$ cat src/rtl/dec74138_rr_arbiter.sv
`default_nettype none
// dec74138_rr_arbiter: round-robin owner of a shared 74138-style decoder with guard gap and hold limit.
// Rev 1.0
module dec74138_rr_arbiter #(
  parameter int GUARD_CYCLES = 1,
  parameter int MAX_HOLD     = 16
) (
  input  logic       clk_i,
  input  logic       rst_n_i,
  input  logic [7:0] req_i,
  output logic [7:0] gnt_o,
  output logic       select_a_o,
  output logic       select_b_o,
  output logic       select_c_o,
  output logic       g1_en_o,
  output logic       g2a_en_n_o,
  output logic       g2b_en_n_o,
  output logic [2:0] owner_o,
  output logic       busy_o
);

  localparam logic [1:0] ST_IDLE  = 2'd0;
  localparam logic [1:0] ST_GRANT = 2'd1;
  localparam logic [1:0] ST_GUARD = 2'd2;

  localparam bit         HOLD_LIMITED = (MAX_HOLD != 0);
  localparam bit         HAS_GUARD    = (GUARD_CYCLES != 0);
  localparam logic [7:0] HOLD_LIMIT   = 8'(MAX_HOLD);
  localparam logic [3:0] GUARD_LAST   = 4'((GUARD_CYCLES > 0) ? (GUARD_CYCLES - 1) : 0);

  logic [1:0] state;
  logic [2:0] ptr;
  logic [2:0] owner;
  logic [7:0] gnt;
  logic [7:0] hold_cnt;
  logic [3:0] guard_cnt;
  logic       g1_en;
  logic       g2a_en_n;
  logic       g2b_en_n;
  logic       busy;

  logic [2:0] pick;
  logic       any_req;
  logic       owner_req;
  logic       hold_expired;
  logic       release_grant;

  // Scan from the highest offset down so the nearest requester after ptr wins.
  always_comb begin
    pick = ptr;
    for (int i = 7; i >= 0; i--) begin
      if (req_i[ptr + 3'(i)]) begin
        pick = ptr + 3'(i);
      end
    end
  end

  always_comb begin
    any_req       = |req_i;
    owner_req     = req_i[owner];
    hold_expired  = HOLD_LIMITED && (hold_cnt == HOLD_LIMIT);
    release_grant = !owner_req || hold_expired;
  end

  always_ff @(posedge clk_i or negedge rst_n_i) begin
    if (!rst_n_i) begin
      state     <= ST_IDLE;
      ptr       <= 3'd0;
      owner     <= 3'd0;
      gnt       <= 8'd0;
      hold_cnt  <= 8'd0;
      guard_cnt <= 4'd0;
      g1_en     <= 1'b0;
      g2a_en_n  <= 1'b1;
      g2b_en_n  <= 1'b1;
      busy      <= 1'b0;
    end else begin
      case (state)
        ST_IDLE: begin
          if (any_req) begin
            state    <= ST_GRANT;
            owner    <= pick;
            gnt      <= 8'd1 << pick;
            hold_cnt <= 8'd1;
            g1_en    <= 1'b1;
            g2a_en_n <= 1'b0;
            g2b_en_n <= 1'b0;
            busy     <= 1'b1;
          end
        end
        ST_GRANT: begin
          if (release_grant) begin
            // Owner index stays on the selects so owner_o reports the last owner.
            state     <= HAS_GUARD ? ST_GUARD : ST_IDLE;
            ptr       <= owner + 3'd1;
            gnt       <= 8'd0;
            guard_cnt <= 4'd0;
            g1_en     <= 1'b0;
            g2a_en_n  <= 1'b1;
            g2b_en_n  <= 1'b1;
            busy      <= 1'b0;
          end else if (hold_cnt != 8'hFF) begin
            hold_cnt <= hold_cnt + 8'd1;
          end
        end
        ST_GUARD: begin
          if (guard_cnt == GUARD_LAST) begin
            state     <= ST_IDLE;
            guard_cnt <= 4'd0;
          end else begin
            guard_cnt <= guard_cnt + 4'd1;
          end
        end
        default: begin
          state    <= ST_IDLE;
          gnt      <= 8'd0;
          g1_en    <= 1'b0;
          g2a_en_n <= 1'b1;
          g2b_en_n <= 1'b1;
          busy     <= 1'b0;
        end
      endcase
    end
  end

  assign gnt_o      = gnt;
  assign select_a_o = owner[0];
  assign select_b_o = owner[1];
  assign select_c_o = owner[2];
  assign g1_en_o    = g1_en;
  assign g2a_en_n_o = g2a_en_n;
  assign g2b_en_n_o = g2b_en_n;
  assign owner_o    = owner;
  assign busy_o     = busy;

endmodule
`default_nettype wire

$ cat config.mk
export PLATFORM = sky130hd
export DESIGN_NAME = dec74138_rr_arbiter
export DESIGN_NICKNAME = d
export VERILOG_FILES = /design/src/rtl/dec74138_rr_arbiter.sv
export SDC_FILE = /design/constraint.sdc
export NUM_CORES = 1
export LEC_CHECK = 0
export CAP_MARGIN = 20
export CELL_PAD_IN_SITES_DETAIL_PLACEMENT = 1
export CELL_PAD_IN_SITES_GLOBAL_PLACEMENT = 1
export CORE_AREA = 4 4 79 81
export DETAILED_ROUTE_END_ITERATION = 7
export DIE_AREA = 0 0 83 85
export GPL_TIMING_DRIVEN = 0
export HOLD_SLACK_MARGIN = 0.12
export PLACE_DENSITY = 0.76
export SLEW_MARGIN = 10
export SYNTH_ARGS = -nofsm -noshare
export SYNTH_HDL_FRONTEND = slang
export SYNTH_SLANG_ARGS = --single-unit
$ cat constraint.sdc
create_clock -name clk_i -period 3.2 [get_ports clk_i]
set_input_delay 0.64 -clock clk_i [delete_from_list [all_inputs] [get_ports clk_i]]
set_output_delay 0.64 -clock clk_i [all_outputs]
set_load 0.02 [all_outputs]
==> qor.yml <==
outcome:
  status: "complete, no violations"
sta:
  max_freq_mhz: 324
  period_share_pct: 96.6
  hold_violations: 0
  period_needed_ns: 3.09
  finalSetupViolations: 0
  finClkSkew_ns: 0.00734
  maxSlewViolCount: 0
  tightest_slew_ns: 0.701
  slew_headroom_pct: 53.3
clocking:
  tritoncts: "done"
  clock-root-buffer: "clkbuf_8"
  cts_sinks: 30
  post_cts_buffers: 0
  insertion_delay_ns: 0.28
  h-tree-depth: 2
  cts_hold_buffers: 0
  cts_made_buffers: 5
  path_clk_slew_ns: 0.07
  cts_buffer_depth: 2
setup_path:
  rr_endpoint: "gnt_o[3]"
  worstPathRequired_ns: 3.37
  rrSetupSlack_ns: 0.19
  start_kind: "input port"
  reg2regPathDepth: 12
  arrival_ns: 3.27
  critical_path_class: "in -> reg"
  r2r-start: "ptr[1]"
  cp-end-kind: "flop"
  path_max_fanout: 7
pwr:
  powerDensity_nw_per_um2: 1190
  ir_drop_mv: 0.443
  switching_share_pct: 48.0
  clockPowerShare_pct: 9.2
  p_comb_share_pct: 73.5
  p_int_mw: 1.80
  finalPower_mw: 3.45
  switching_power_mw: 1.66
  power_frac_seq_pct: 17.4
  leakagePower_nw: 1.19
placed_design:
  portBuffers: 27
  placed_cells: 344
  hpwl_mm: 4.69
  gp_congestion: 0.859
  place_area_sq_um: 2740
synthesis:
  yosysSeqAreaShare_pct: 31.5
  synth_top_area_share_pct: 30.4
  syn_nets: 262
  synth_fa_ha_area_share_pct: 3.67
  synth.avg_cell_area_sq_um: 9.73
  synth_top_family_by_area: "multiplexers"
  yosys_register_bits: 30
  synthArstFlopShare_pct: 100
  synth-simple-area-share_pct: 17.7
  synth_edf_count: 0
  synth_ff_type: "dfrtp_1"
  postSynthCellCount: 245
  netlist_area_sq_um: 2380
  synth.area.mux_share_pct: 18.0
  synthTopCellsByArea: "dfrtp_1 (30%), mux4_2 (9.4%), mux2i_1 (4.2%), ha_1 (3.7%), nand2_1 (3.6%)"
  synth_xor_area_share_pct: 4.67
  synth_warnings: 0
  yosys.area.top_type: "dfrtp_1"
  synth_compound_area_share_pct: 17.6
  synth_commonest_cells: "dfrtp_1 (29), nand2_1 (23), nor2_1 (22), inv_1 (11)"
  ys_types: 59
  synth_most_common_cell: "dfrtp_1"
global_routing:
  grt_overflow: 0
  grt_pass1_wl_mm: 10.5
  grt_pass1_vias: 2100
  track_usage_pct: 18.4
  antenna_found_initial: 0
  grt_max_degree: 31
die:
  rows: 27
  die_y_microns: 85
  design.die.area_sq_um: 7060
  pin_count: 28
  die_w_microns: 83
  initial_core_util_pct: 43.6
  core_sq_um: 5470
worst_hold_path:
  min_path_type: "in -> async"
detailed_routing:
  vias: 2029
  wirelength_mm: 6.14
  first_pass_iters: 5
  post_drt_wl_per_cell_microns: 17.4
  drtIter0Drc: 75
  antenna_left: 0
  viasPerCell: 5.76
  drc: 0
final_layout:
  area_growth_pct: 21.4
  stdcell_count: 352
  antenna_cells: 0
  nNetsFinal: 296
  layout-drive-gt1-share_pct: 21.8
  final_area_sq_um: 2890
job:
  drv_cap: 0
power groups by stage:
stage	clock network [mW]	registers (mW)	logic, mW
2_1_floorplan	0	0.631	1.79
3_3_place_gp	0	0.602	2.38
3_5_place_dp	0	0.607	2.43
4_1_cts	0.328	0.601	2.48
5_1_grt	0.348	0.622	2.78
6_report	0.316	0.600	2.54
what timing repair did:
| action | CTS | global route |
|---|---|---|
| gates resized for setup | 6 | 9 |
| pin swaps | 1 | 4 |
| endpoints found under the setup margin | 11 | 10 |
critical path, stage by stage:
cell and delay (ns):
clkdlybuf4s50_1 0.63, mux2i_1 0.19, mux2i_1 0.52, nor4b_2 0.12, a311oi_2 0.32, a31oi_2 0.15
a211o_1 0.39, a32o_2 0.30
per-stage QoR:
stage | setup TNS (ns) | setup WS (ns) | hold WS, ns | util [%]
final | 0 | 0.109 | 0.398 | 52.9
after global placement | -2.00 | -0.306 | 0.459 | 50.2
after global routing | -0.0350 | -0.0196 | 0.442 | 52.9
after floorplan | 0 | 0.260 | 0.344 | -
after detailed placement | -2.76 | -0.378 | 0.487 | 50.1
after CTS | 0 | 0.0284 | 0.416 | 52.2
flip-flops by register name, indices dropped and copies added, names as in the netlist:
register / flops
busy_o: 1
g2b_en_n_o: 1
gnt_o: 8
guard_cnt: 4
hold_cnt: 8
owner_o: 3
ptr: 3
state: 2
logic make-up (layout without fill, tap and decap cells):
family,Yosys count,after routing
muxes,28,28
AOI/OAI and AO/OA,59,59
DFF,30,30
adders and majority gates,7,7
xor gates and xnor gates,11,11
buffers and inverters,26,61
and+or+nand+nor,84,84
cell type report:
type	count	area, sq um
inverter	12	47.5
clock buffer	7	86.3
multi-input combinational	189	1520
fill	639	2580
timing repair buffer	27	265
tap	72	90.1
sequential	30	752
buffer	14	130
clock inverter	1	5.00
metal layers:
metal | vias up | routed length, microns | GRT usage (%)
li1 | 963 | - | -
met1 | 1033 | 2810 | 23.0
met2 | 25 | 3080 | 32.3
met3 | 8 | 127 | 3.01
met4 | 0 | 121 | 6.54
met5 | - | 0 | 0
worst max path at each step:
| stage | startpoint | endpoint |
|---|---|---|
| 2_1_floorplan | ptr[1] | gnt_o[3] |
| 3_3_place_gp | ptr[1] | gnt_o[3] |
| 3_5_place_dp | ptr[1] | gnt_o[3] |
| 4_1_cts | ptr[1] | gnt_o[2] |
| 5_1_grt | req_i[7] | gnt_o[2] |
| 6_report | req_i[7] | gnt_o[3] |
layout by cell type, fill, tap and decap left out, types with 4 or more instances in the layout:
master	instances
a21oi_1	10
a31oi_1	7
a32o_1	4
buf_4	6
clkbuf_8	9
clkdlybuf4s50_1	26
dfrtp_1	29
ha_1	6
inv_1	11
mux2_2	5
mux2i_1	9
mux4_2	10
nand2_1	23
nand2b_1	6
nand3_1	6
nor2_1	22
nor4_1	4
o21ai_0	10
xnor2_1	6
No activity file was read; power rests on OpenSTA's default activity.
